$ cat src/rtl/fir_pkg.sv
// Shared definitions for the FIR packet scheduler.
// Holds the scheduler FSM state type, the default parameter values and the
// helpers that derive the packet width and the channel-index width.
package fir_pkg;

  typedef enum logic [1:0] {
    IDLE  = 2'd0,
    ISSUE = 2'd1,
    WAIT  = 2'd2
  } firState_e;

  localparam int DEF_SAMPLES_NUM      = 8;
  localparam int DEF_IN_SAMPLE_WIDTH  = 16;
  localparam int DEF_OUT_SAMPLE_WIDTH = 32;
  localparam int DEF_CHANNELS         = 1;
  localparam int DEF_LATENCY_PACKETS  = 2;

  function automatic int packetBits(input int samples, input int sampleWidth);
    return samples * sampleWidth;
  endfunction

  // A single channel still gets a 1-bit index so the port never vanishes.
  function automatic int chanWidth(input int channels);
    return (channels > 1) ? $clog2(channels) : 1;
  endfunction

endpackage

$ cat src/rtl/fir_result_delay.sv
// Result delay line between the filter and the SPI transmit register.
// Stage 0 takes filter results; every received packet shifts the line one
// place toward txDataOut and clears stage 0. A result written in the same
// cycle as a shift lands directly in the shifted position.
// Ports:
//   clkIn, resetIn  clock and asynchronous active-high reset
//   shiftIn         packet received: advance the line
//   writeIn         accepted filter result present on dataIn
//   dataIn          filter result
//   txDataOut       packet the SPI slave shifts out next transaction
module fir_result_delay #(
  parameter int LATENCY_PACKETS = 2,
  parameter int PACKET_BITS     = 256
)(
  input  logic                   clkIn,
  input  logic                   resetIn,
  input  logic                   shiftIn,
  input  logic                   writeIn,
  input  logic [PACKET_BITS-1:0] dataIn,
  output logic [PACKET_BITS-1:0] txDataOut
);

  // Stage i lives at lineQ[i*PACKET_BITS +: PACKET_BITS].
  localparam int LINE_W = (LATENCY_PACKETS - 1) * PACKET_BITS;

  logic [LINE_W-1:0]      lineQ;
  logic [PACKET_BITS-1:0] oldest;

  assign oldest = lineQ[LINE_W-1 -: PACKET_BITS];

  generate
    if (LATENCY_PACKETS == 2) begin : gShort
      // Only one stage: a same-cycle result bypasses straight to txDataOut.
      always_ff @(posedge clkIn or posedge resetIn) begin
        if (resetIn) begin
          lineQ     <= '0;
          txDataOut <= '0;
        end else if (shiftIn) begin
          txDataOut <= writeIn ? dataIn : oldest;
          lineQ     <= '0;
        end else if (writeIn) begin
          lineQ <= dataIn;
        end
      end
    end else begin : gLong
      logic [LINE_W-1:0] shifted;

      always_comb begin
        shifted = {lineQ[LINE_W-PACKET_BITS-1:0], {PACKET_BITS{1'b0}}};
        if (writeIn) shifted[PACKET_BITS +: PACKET_BITS] = dataIn;
      end

      always_ff @(posedge clkIn or posedge resetIn) begin
        if (resetIn) begin
          lineQ     <= '0;
          txDataOut <= '0;
        end else if (shiftIn) begin
          txDataOut <= oldest;
          lineQ     <= shifted;
        end else if (writeIn) begin
          lineQ[PACKET_BITS-1:0] <= dataIn;
        end
      end
    end
  endgenerate

endmodule

$ cat src/rtl/fir_packet_scheduler.sv
// Schedules SPI-received packets onto a FIR filter and returns the results
// to the SPI slave a fixed number of packet transactions later.
// Ports:
//   clkIn, resetIn    clock and asynchronous active-high reset
//   rxValidIn         one-cycle pulse: packet received on rxDataIn
//   rxDataIn          received packet, first-received bit at MSB
//   abortIn           slave select raised mid-packet: restart channel count
//   firStartOut       one-cycle start pulse to the filter
//   firDataOut        unpacked samples, sample 0 in the low bits
//   firChannelOut     round-robin channel of the issued packet
//   firDoneIn         one-cycle filter completion pulse
//   firResultIn       filter result, valid with firDoneIn
//   txDataOut         packet shifted out on the next SPI transaction
//   busyOut           a packet is being issued or computed
//   overrunOut        sticky: a packet arrived while the filter was busy
module fir_packet_scheduler
  import fir_pkg::*;
#(
  parameter int  SAMPLES_NUM      = DEF_SAMPLES_NUM,
  parameter int  IN_SAMPLE_WIDTH  = DEF_IN_SAMPLE_WIDTH,
  parameter int  OUT_SAMPLE_WIDTH = DEF_OUT_SAMPLE_WIDTH,
  parameter int  CHANNELS         = DEF_CHANNELS,
  parameter int  LATENCY_PACKETS  = DEF_LATENCY_PACKETS,
  localparam int PACKET_BITS      = packetBits(SAMPLES_NUM, OUT_SAMPLE_WIDTH),
  localparam int CHAN_W           = chanWidth(CHANNELS),
  localparam int FIR_DATA_W       = SAMPLES_NUM * IN_SAMPLE_WIDTH
)(
  input  logic                   clkIn,
  input  logic                   resetIn,
  input  logic                   rxValidIn,
  input  logic [PACKET_BITS-1:0] rxDataIn,
  input  logic                   abortIn,
  output logic                   firStartOut,
  output logic [FIR_DATA_W-1:0]  firDataOut,
  output logic [CHAN_W-1:0]      firChannelOut,
  input  logic                   firDoneIn,
  input  logic [PACKET_BITS-1:0] firResultIn,
  output logic [PACKET_BITS-1:0] txDataOut,
  output logic                   busyOut,
  output logic                   overrunOut
);

  firState_e             state, stateNext;
  logic [CHAN_W-1:0]     chanCnt;
  logic                  staleQ;
  logic [FIR_DATA_W-1:0] unpacked;
  logic                  accept;
  logic                  dropped;
  logic                  doneInWait;
  logic                  resultWrite;

  assign accept      = rxValidIn && (state == IDLE);
  assign dropped     = rxValidIn && (state != IDLE);
  assign doneInWait  = firDoneIn && (state == WAIT);
  assign resultWrite = doneInWait && !staleQ;

  // Sample k is taken from the MSB end; trailing packet bits are unused.
  always_comb begin
    unpacked = '0;
    for (int k = 0; k < SAMPLES_NUM; k++) begin
      unpacked[k*IN_SAMPLE_WIDTH +: IN_SAMPLE_WIDTH] =
        rxDataIn[PACKET_BITS-1-k*IN_SAMPLE_WIDTH -: IN_SAMPLE_WIDTH];
    end
  end

  always_ff @(posedge clkIn or posedge resetIn) begin
    if (resetIn) state <= IDLE;
    else         state <= stateNext;
  end

  always_comb begin
    stateNext   = state;
    firStartOut = 1'b0;
    busyOut     = 1'b1;
    unique case (state)
      IDLE: begin
        busyOut = 1'b0;
        if (rxValidIn) stateNext = ISSUE;
      end
      ISSUE: begin
        firStartOut = 1'b1;
        stateNext   = WAIT;
      end
      WAIT: begin
        if (firDoneIn) stateNext = IDLE;
      end
      default: stateNext = IDLE;
    endcase
  end

  always_ff @(posedge clkIn or posedge resetIn) begin
    if (resetIn) begin
      firDataOut    <= '0;
      firChannelOut <= '0;
      chanCnt       <= '0;
      staleQ        <= 1'b0;
      overrunOut    <= 1'b0;
    end else begin
      if (accept) begin
        firDataOut    <= unpacked;
        firChannelOut <= chanCnt;
      end
      if (abortIn) chanCnt <= '0;
      else if (accept) chanCnt <= (chanCnt == CHAN_W'(CHANNELS - 1)) ? '0 : chanCnt + 1'b1;
      // A done pulse in WAIT always retires the in-flight job, so it also
      // consumes the stale mark; a drop in the same cycle does not re-arm it.
      if (doneInWait) staleQ <= 1'b0;
      else if (dropped) staleQ <= 1'b1;
      if (dropped) overrunOut <= 1'b1;
    end
  end

  fir_result_delay #(
    .LATENCY_PACKETS(LATENCY_PACKETS),
    .PACKET_BITS    (PACKET_BITS)
  ) resultDelay (
    .clkIn    (clkIn),
    .resetIn  (resetIn),
    .shiftIn  (rxValidIn),
    .writeIn  (resultWrite),
    .dataIn   (firResultIn),
    .txDataOut(txDataOut)
  );

endmodule

$ cat config.mk
export PLATFORM = sky130hd
export DESIGN_NAME = fir_packet_scheduler
export DESIGN_NICKNAME = d
export VERILOG_FILES = /design/src/rtl/fir_pkg.sv /design/src/rtl/fir_result_delay.sv /design/src/rtl/fir_packet_scheduler.sv
export SDC_FILE = /design/constraint.sdc
export NUM_CORES = 1
export LEC_CHECK = 0
export BUFFER_PORTS_ARGS = -buffer_cell sky130_fd_sc_hd__buf_2
export CORE_AREA = 3 3 353 355
export CTS_CLUSTER_SIZE = 12
export DETAILED_ROUTE_END_ITERATION = 8
export DIE_AREA = 0 0 356 358
export GPL_TIMING_DRIVEN = 0
export SLEW_MARGIN = 20
export SYNTH_ARGS = -nofsm -noshare
export SYNTH_HDL_FRONTEND = slang
export SYNTH_HIERARCHICAL = 1
export SYNTH_SLANG_ARGS = --single-unit
$ cat constraint.sdc
create_clock -name clkIn -period 22.9 [get_ports clkIn]
set_input_delay 3.435 -clock clkIn [delete_from_list [all_inputs] [get_ports clkIn]]
set_output_delay 3.435 -clock clkIn [all_outputs]
set_load 0.005 [all_outputs]
==> results of run 1 <==
==> sequential cells by signal, summed over array words and instances, names as in the netlist <==
register / count
resultDelay/lineQ: 256
resultDelay/txDataOut: 256
firDataOut: 128
state: 2
overrunOut: 1
staleQ: 1
==> worst max-delay path by stage <==
stage                          from                         end  depth (start not counted)
after global routing       state[0]                     busyOut                          2
after global placement      resetIn  resultDelay/txDataOut[151]                          2
final                      state[0]                     busyOut                          2
after floorplan             resetIn        resultDelay/lineQ[0]                          1
after detailed placement  rxValidIn    resultDelay/txDataOut[6]                          5
after CTS                  state[0]                     busyOut                          2
==> through the flow <==
step           area [sq um]  power [uW]  cells
2_1_floorplan         24500        1930   1938
3_3_place_gp          30400        2320   4337
3_5_place_dp          30600        2340   4343
4_1_cts               33000        3550   4474
5_1_grt               33000        3680   4479
6_report              33100        3480   4497
==> layout by cell type (no fill, tap or decap), drive strengths merged <==
cell type    n
dfrtp      644
or2          2
nor2       512
inv          6
a21oi      256
conb         1
clkinv      17
o32a         1
nor4bb       1
mux2i      256
nor2b        3
clkbuf     139
diode       23
mux2       128
a21o         1
nor3b        2
clkinvlp     3
buf        875
bufinv       2
==> layer usage <==
metal / vias to the layer above / wire length, um / GRT usage (%)
met1: 8850 / 34800 / 15.5
met3: 160 / 10100 / 6.79
met5: - / 191 / 0
met2: 673 / 41000 / 21.3
met4: 28 / 3140 / 5.78
li1: 8257 / - / -
==> where the power goes <==
| group | internal [uW] | switching (uW) |
|---|---|---|
| Combinational | 402 | 418 |
| Clock | 678 | 502 |
| Sequential | 1370 | 111 |
| Total | 2450 | 1030 |
==> layout make-up <==
type	instances	area, sq um	area share, %
repair buffers	780	4040	12.2
well taps	1625	2030	6.15
plain buffers	129	1080	3.28
diodes	23	57.6	0.174
inverters	2	22.5	0.0681
clock buffers	105	2130	6.45
multi-input cells	1163	7290	22.0
clock inverters	26	288	0.870
flip-flops and latches	644	16100	48.7
==> critical path, cell delays in order (launching register included) <==
cell and delay, ns:
dfrtp_1 0.44, or2_2 0.41, buf_2 0.16
==> cell families after synthesis <==
group / after synthesis / share of synthesized area [%]
flip-flops: 644 / 65.8
AND/OR/NAND/NOR: 520 / 8.10
multiplexers: 384 / 16.3
AO/OA/AOI/OAI: 258 / 5.30
buffers and inverters: 131 / 4.45
other: 1 / 0.0153
==> metrics.md, run 1 <==
| Metric | Value |
|---|---|
| Final min period | `5.13 ns` |
| RSZ-0062 raised after global routing | `no` |
| Count leader, synth | `dfrtp_1` |
| Gr usage total | `13.5%` |
| Synth top area cells | `dfrtp_1 66%, mux2i_1 10%, nor2_1 7.8%` |
| Peak supply drop | `62.0 uV` |
| Max Freq | `195 MHz` |
| Final worst slack | `17.77 ns` |
| Worst R2R Setup Slack | `20.68 ns` |
| I/O pin cnt | `905` |
| Share of layout cells above drive strength 1 | `39.4%` |
| Final Skew | `0.0304 ns` |
| Worst setup path class | `reg2out` |
| Die Y | `358 um` |
| Critical path arrival | `1.69 ns` |
| Largest net degree at the start of global routing | `101` |
| CTS root buf | `clkbuf_16` |
| ANT nets after route | `0` |
| Die ar. | `0.127 sq mm` |
| Die width | `356 um` |
| # fillers | `12800` |
| Synth async-reset ratio | `100%` |
| Initial Utilization | `20.1%` |
| Synth area leader | `dfrtp_1` |
| Initial drt markers | `1315` |
| Final setup violating endpoints | `0` |
| Num rows | `128` |
| Avg Inst Size Synth | `12.6 sq um` |
| Pleak | `0.0156 uW` |
| Via/cell ratio | `4.00` |
| Final Core Density | `27.2%` |
| Core footprint | `0.122 sq mm` |
| Crit end category | `primary output` |
| Hold buffers post-CTS | `0` |
| Slew at the pin closest to its max-slew limit | `1.05 ns` |
| Synth cell types | `20` |
| Power Dens Cells | `105 mW/mm^2` |
| First-pass GRT wire length | `126000 um` |
| Max-cap violations | `0` |
| Routed length per placed instance | `19.8 um` |
| DR DRC count | `0` |
| Post-CTS setup buffer count | `0` |
| Area delta synth->final | `35.0%` |
| Mapped Area | `0.0245 sq mm` |
| Worst Hold Launch | `overrunOut` |
| Fin. Hold Viols | `0` |
| Crit path required time | `19.47 ns` |
| Port Buffers | `774` |
| Hold_ws | `0.468 ns` |
| CTS HTree Levels | `3` |
| Top cells by count, synth | `644 x dfrtp_1, 512 x nor2_1, 256 x a21oi_1, 256 x mux2i_1, 128 x mux2_2` |
| Hold depth | `1` |
| Startpoint Class | `flop` |
| TritonCTS Sinks | `644` |
| Yosys reg bits | `644` |
| CTS resizes | `0` |
| Post-synth EDFFs | `0` |
| CTS tree | `built` |
| Clk slew on worst S/H paths | `0.06 ns` |
| R2R depth | `6` |
| Vias in the first global route | `18500` |
| Max transition margin | `29.7%` |
| Worst Hold Endpoint | `overrunOut` |
| Synth warn | `6` |
| Total CTS buffers | `75` |
| Routability Congestion | `0.827` |
| DRT Pass-1 Iters | `5` |
| Period utilization | `22.4%` |
| Vias post-DR | `18000` |
| Most used DFF post-synth | `dfrtp_1` |
| Hpwl dp | `68300 um` |
| R2r startpoint | `state[0]` |
| Worst Hold Class | `reg2reg` |
| R2R Path End | `resultDelay/txDataOut[198]` |
| Top-area cell type share of the netlist area | `65.8%` |
| Pins Over Slew Limit | `0` |
| Initial antenna violation count | `39` |
| Buffer depth of the longest clock path | `3` |
| Worst slack at placement | `17.23 ns` |
| Critical Path Fanout Max | `6` |
| Final net count | `3312` |
| Cells after synthesis | `1938` |
| Final TNS setup | `0 ns` |
| WL final | `89100 um` |
| Register area share after synthesis | `65.8%` |
| Net count after synthesis | `2455` |
| Grt ovf | `0` |
| Skew-Pair Late Insertion Delay | `0.68 ns` |
| Run status | `completed` |
No activity file was read; power rests on OpenSTA's default activity.
==> run 2, diff against run 1 <==
--- a/config.mk
+++ b/config.mk
@@ -5,11 +5,12 @@
 export SDC_FILE = /design/constraint.sdc
 export NUM_CORES = 1
 export LEC_CHECK = 0
+export ABC_AREA = 1
 export BUFFER_PORTS_ARGS = -buffer_cell sky130_fd_sc_hd__buf_2
-export CORE_AREA = 3 3 353 355
+export CORE_AREA = 3 3 355 357
 export CTS_CLUSTER_SIZE = 12
 export DETAILED_ROUTE_END_ITERATION = 8
-export DIE_AREA = 0 0 356 358
+export DIE_AREA = 0 0 358 360
 export GPL_TIMING_DRIVEN = 0
 export SLEW_MARGIN = 20
 export SYNTH_ARGS = -nofsm -noshare
==> constraint.sdc (replaced) <==
create_clock -name clkIn -period 4.69 [get_ports clkIn]
set_input_delay 0.7035 -clock clkIn [delete_from_list [all_inputs] [get_ports clkIn]]
set_output_delay 0.7035 -clock clkIn [all_outputs]
set_load 0.005 [all_outputs]
==> metrics.md, run 2 <==
| Metric | Value |
|---|---|
| Critical Path Fanout Max | `32` |
| I/O pin cnt | `905` |
| Cells after synthesis | `3524` |
| Core footprint | `0.123 sq mm` |
| Synth cell types | `19` |
| Net count after synthesis | `4041` |
| Mapped Area | `0.0278 sq mm` |
| Gr usage total | `15.7%` |
| Slowest-stage cell, CP | `dlygate4sd3_1` |
| Die ar. | `0.129 sq mm` |
| Commonest non-fill, non-tap cells in the layout | `1627 x nand2_1, 881 x buf_2, 644 x dfrtp_1, 517 x inv_1, 259 x nor2_1` |
| Final Skew | `0.0212 ns` |
| Largest net degree at the start of global routing | `81` |
| First-pass GRT wire length | `152000 um` |
| Share of layout cells above drive strength 1 | `25.0%` |
| Clk slew on worst S/H paths | `0.06 ns` |
| Area of the multi-input gates | `0.00864 sq mm` |
| Avg Inst Size Synth | `7.88 sq um` |
| Critical path arrival | `3.80 ns` |
| Synth async-reset ratio | `100%` |
| Commonest non-fill, non-tap cell in the layout | `nand2_1` |
| Routed length per placed instance | `16.8 um` |
| Top cells by count, synth | `1627 x nand2_1, 644 x dfrtp_1, 519 x inv_1` |
| Regs by FF count | `resultDelay/lineQ (256), resultDelay/txDataOut (256), firDataOut (128)` |
| DR DRC count | `0` |
| Crit path required time | `5.53 ns` |
| Area delta synth->final | `31.9%` |
| Buf+Inv Stages, Crit Path | `12` |
| Initial antenna violation count | `31` |
| ANT nets after route | `0` |
| RSZ-0062 raised after global routing | `no` |
| Max-cap violations | `0` |
| Max transition margin | `48.6%` |
| Fin. Hold Viols | `0` |
| Routability Congestion | `0.883` |
| Max incr delay on CP | `0.53 ns` |
| TritonCTS Sinks | `644` |
| Die Y | `360 um` |
| Worst setup path class | `in2async` |
| Period utilization | `63.1%` |
| Worst Hold Class | `in2reg` |
| CTS resizes | `0` |
| Run status | `completed` |
| Fin cells | `6111` |
| Pleak | `0.0218 uW` |
| Num rows | `129` |
| Buffer depth of the longest clock path | `3` |
| Vias in the first global route | `24800` |
| Most used cell, CP | `buf_12` |
| Power Dens Cells | `490 mW/mm^2` |
| Startpoint Class | `input pin` |
| Yosys reg bits | `644` |
| Total CTS buffers | `76` |
| Slew at the pin closest to its max-slew limit | `0.771 ns` |
| Crit end category | `asynchronous set/reset pin` |
| Pins Over Slew Limit | `0` |
| DP Cell Count | `5954` |
| Worst-path cell chain | `dlygate4sd3_1, buf_2, clkinvlp_4, buf_12, buf_12, buf_12, buf_12, buf_12, buf_12, buf_16, buf_12, buf_12` |
| Synth warn | `6` |
| CP Depth | `12` |
| Design Area, Final | `0.0366 sq mm` |
| Final setup violating endpoints | `0` |
| Register area share after synthesis | `58.1%` |
| FF+latch area | `0.0161 sq mm` |
| DRT Pass-1 Iters | `6` |
| Hpwl dp | `80300 um` |
| Grt ovf | `0` |
| Final net count | `4913` |
| Dpl cell area | `0.0341 sq mm` |
| Via/cell ratio | `4.05` |
| R2R depth | `9` |
| # fillers | `13400` |
| Final min period | `2.96 ns` |
| Max Freq | `338 MHz` |
| Count leader, synth | `nand2_1` |
| Post-synth EDFFs | `0` |
| WL final | `102000 um` |
| Die width | `358 um` |
| Port Buffers | `774` |
| Most used DFF post-synth | `dfrtp_1` |
| Initial drt markers | `1471` |
| Top-area cell type share of the netlist area | `58.1%` |
| Hold depth | `3` |
| Synth top area cells | `dfrtp_1 58%, nand2_1 22%, inv_1 7.0%` |
| CTS root buf | `clkbuf_16` |
| Peak supply drop | `280 uV` |
| CP delay by family, top | `buffers and inverters` |
| Initial Utilization | `22.5%` |
| Skew-Pair Late Insertion Delay | `0.66 ns` |
| Vias post-DR | `24700` |
| CTS tree | `built` |
| CTS HTree Levels | `3` |
| Synth area leader | `dfrtp_1` |
==> run 2: per-layer routing <==
metal	GRT usage, %	vias to the layer above	wire length (um)
li1	-	12100	-
met1	18.7	11700	41500
met2	26.5	811	48900
met3	4.91	154	8570
met4	5.82	20	3360
met5	0	-	141
==> run 2: worst paths after layout <==
kind                                               to  slack, ns                       start
hold / removal                        firDataOut[116]       0.23               rxDataIn[132]
max in group clkIn         resultDelay/txDataOut[109]       2.50                    state[0]
hold reg to reg            resultDelay/txDataOut[125]       0.47  resultDelay/txDataOut[125]
setup reg to reg           resultDelay/txDataOut[109]       2.50                    state[0]
min in group asynchronous  resultDelay/txDataOut[116]       0.56                     resetIn
setup / recovery           resultDelay/txDataOut[191]       1.73                     resetIn
==> run 2: area by class of cell <==
class | count | share of cell area, %
antenna | 17 | 0.116
buffer | 171 | 2.86
clock buffer | 114 | 6.11
clock inverter | 25 | 0.666
inverter | 522 | 5.39
multi-input combinational | 2187 | 23.6
sequential | 644 | 44.0
tap | 1637 | 5.59
timing repair buffer | 794 | 11.7
==> run 2: power breakdown <==
group          switching, uW  leakage, uW  internal [uW]  total (uW)
combinational           2790       0.0119           1760        4550
clock                   2470      0.00122           3380        5860
sequential               671      0.00869           6850        7530
==> run 2: worst min-delay path, cell delays in order <==
cell     delay (ns)
buf_2          0.07
nand2_1        0.04
nand2_1        0.04
==> run 2: cells by family (layout without fill, tap and decap cells) <==
logic type      after synthesis  count (layout)  share of synthesized area (%)
simple gates               2183            2183                           31.0
buf+inv                     693            1626                           10.8
other cells                   1              18                         0.0135
flops                       644             644                           58.1
compound gates                3               3                         0.0631
==> run 2: repair_timing <==
| action | 4_1_cts | 5_1_grt |
|---|---|---|
| endpoints found under the hold margin | 10 | 0 |
| hold buffers | 1 | 0 |
| setup buffers | 0 | 0 |
==> run 2: metrics by stage <==
stage          power (uW)  util (%)  worst slack [ns]  TNS (ns)  hold WS [ns]
6_report            17900      29.7              1.73         0         0.228
2_1_floorplan        9820         -             -2.97  -1518.50         0.458
3_3_place_gp        12100      27.3             -6.69  -3480.73         0.450
4_1_cts             18300      29.7              1.75         0         0.128
5_1_grt             19200      29.7              1.49         0         0.174
3_5_place_dp        12200      27.6              1.56         0         0.460
==> run 3, diff against run 2 <==
--- a/config.mk
+++ b/config.mk
@@ -5,12 +5,12 @@
 export SDC_FILE = /design/constraint.sdc
 export NUM_CORES = 1
 export LEC_CHECK = 0
-export ABC_AREA = 1
+export ABC_AREA = 0
 export BUFFER_PORTS_ARGS = -buffer_cell sky130_fd_sc_hd__buf_2
-export CORE_AREA = 3 3 355 357
+export CORE_AREA = 3 3 353 355
 export CTS_CLUSTER_SIZE = 12
 export DETAILED_ROUTE_END_ITERATION = 8
-export DIE_AREA = 0 0 358 360
+export DIE_AREA = 0 0 356 358
 export GPL_TIMING_DRIVEN = 0
 export SLEW_MARGIN = 20
 export SYNTH_ARGS = -nofsm -noshare
==> constraint.sdc (replaced) <==
create_clock -name clkIn -period 2.91 [get_ports clkIn]
set_input_delay 0.4365 -clock clkIn [delete_from_list [all_inputs] [get_ports clkIn]]
set_output_delay 0.4365 -clock clkIn [all_outputs]
set_load 0.005 [all_outputs]
==> metrics.md, run 3 (synthesis results as in run 1) <==
| Metric | Value |
|---|---|
| Run status | `completed` |
| Fin. Hold Viols | `0` |
| Most used cell, CP | `buf_12` |
| Routability Congestion | `0.835` |
| Largest net degree at the start of global routing | `35` |
| Vias in the first global route | `20700` |
| Worst Hold Class | `in2reg` |
| GR met3 Demand/Resource | `5.70%` |
| CTS resizes | `0` |
| Period utilization | `77.5%` |
| Critical path arrival | `3.10 ns` |
| TritonCTS Sinks | `644` |
| Gr usage total | `13.9%` |
| Via/cell ratio | `4.02` |
| CTS tree | `built` |
| Dpl cell area | `0.0309 sq mm` |
| Final net count | `3639` |
| CP delay by family, top | `buffers and inverters` |
| DRT Pass-1 Iters | `7` |
| Initial Utilization | `20.1%` |
| CTS HTree Levels | `3` |
| Routed length per placed instance | `19.0 um` |
| Final Skew | `0.0377 ns` |
| Worst setup path class | `in2async` |
| Slowest-stage cell, CP | `dlygate4sd3_1` |
| Core footprint | `0.122 sq mm` |
| Peak supply drop | `758 uV` |
| Share of layout cells above drive strength 1 | `35.8%` |
| Max incr delay on CP | `0.54 ns` |
| Critical Path Fanout Max | `32` |
| Worst-path cell chain | `dlygate4sd3_1, buf_2, clkinvlp_4, buf_12, buf_12, buf_12, buf_12, buf_12, buf_12` |
| WL final | `91400 um` |
| Final setup violating endpoints | `0` |
| Power Dens Cells | `770 mW/mm^2` |
| CTS root buf | `clkbuf_16` |
| ANT nets after route | `0` |
| Max Freq | `443 MHz` |
| Max-cap violations | `0` |
| Die ar. | `0.127 sq mm` |
| Port Buffers | `774` |
| Vias post-DR | `19400` |
| Met1 global-route usage | `16.0%` |
| Num rows | `128` |
| Pins Over Slew Limit | `0` |
| Commonest non-fill, non-tap cells in the layout | `825 x buf_2, 644 x dfrtp_1, 512 x nor2_1, 310 x dlygate4sd3_1` |
| Grt ovf | `0` |
| Commonest non-fill, non-tap cell in the layout | `buf_2` |
| Clk slew on worst S/H paths | `0.06 ns` |
| I/O pin cnt | `905` |
| DR DRC count | `0` |
| Initial drt markers | `1033` |
| Hold_ws | `0.0855 ns` |
| First-pass GRT wire length | `133000 um` |
| Final min period | `2.26 ns` |
| Area delta synth->final | `48.9%` |
| Buffer depth of the longest clock path | `3` |
| Crit path required time | `3.75 ns` |
| Startpoint Class | `input pin` |
| Post-CTS setup buffer count | `0` |
| Final TNS setup | `0 ns` |
| Die Y | `358 um` |
| Initial antenna violation count | `20` |
| Design Area, Final | `0.0365 sq mm` |
| RSZ-0062 raised after global routing | `no` |
| Total CTS buffers | `76` |
| Slew at the pin closest to its max-slew limit | `1.02 ns` |
| Hpwl dp | `67600 um` |
| Pleak | `0.0170 uW` |
| Met2 Resource Use GR | `22.9%` |
| Skew-Pair Late Insertion Delay | `0.65 ns` |
| Hold buffers post-CTS | `310` |
| Max transition margin | `32.1%` |
| Die width | `356 um` |
| Regs by FF count | `resultDelay/lineQ (256), resultDelay/txDataOut (256), firDataOut (128)` |
| Crit end category | `asynchronous set/reset pin` |
| Most Crowded Layer GR | `met2` |
| Buf+Inv Stages, Crit Path | `9` |
-- run 3: cell count changes in the layout (fill, tap and decap cells not counted), moves of 24 or more --
cell	before	now
nand2_1	1627	0
inv_1	517	0
dlygate4sd3_1	1	310
mux2i_1	0	256
nand3_1	256	0
a21oi_1	1	256
nor2_1	259	512
mux2_2	0	128
buf_2	881	825
nand2_2	40	0
buf_12	17	43
buf_4	27	3
clkbuf_1	33	57
-- run 3: metal layers --
layer	vias to the layer above	share of wire [%]
met5	-	0.15
met4	20	3.8
met3	185	9.6
met2	724	48
met1	9557	39
li1	8875	-
-- run 3: metrics by stage --
step / power, uW / utilization, % / setup WS [ns] / cells
finish: 28100 / 30.0 / 0.654 / 4811
global route: 29700 / 30.0 / 0.415 / 4811
CTS: 28500 / 29.9 / 0.620 / 4805
detailed placement: 18500 / 25.4 / -0.0125 / 4359
global placement: 18300 / 25.0 / -7.99 / 4337
floorplan: 15200 / - / -4.48 / 1938
-- run 3: worst min-delay path, stage by stage --
cell and delay (ns):
buf_2 0.07, mux2i_1 0.08, nor2_1 0.09
-- run 3: report_power, final --
part	total [uW]	internal (uW)	switching, uW
Sequential	11700	10800	914
Combinational	6900	3480	3430
Clock	9470	5510	3960
Total	28100	19800	8300
-- run 3: final cells by class --
| class | instances | area [sq um] |
|---|---|---|
| Fill cell | 12400 | 85300 |
| Clock inverter | 25 | 305 |
| Timing Repair Buffer | 1106 | 7430 |
| Clock buffer | 111 | 2180 |
| Buffer | 129 | 1080 |
| Inverter | 2 | 15.0 |
| Tap cell | 1625 | 2030 |
| Antenna cell | 6 | 15.0 |
| Multi-Input combinational cell | 1163 | 7290 |
| Sequential cell | 644 | 16100 |
-- run 3: worst paths after layout --
path,startpoint,end,slack (ns),cells after the start
setup / recovery,resetIn,resultDelay/txDataOut[153],0.65,9
hold / removal,firResultIn[26],resultDelay/lineQ[26],0.09,3
setup reg to reg,state[0],resultDelay/txDataOut[2],0.67,5
hold reg to reg,overrunOut,overrunOut,0.46,1
max in group clkIn,state[0],resultDelay/txDataOut[2],0.67,5
min in group asynchronous,resetIn,firDataOut[91],0.33,3
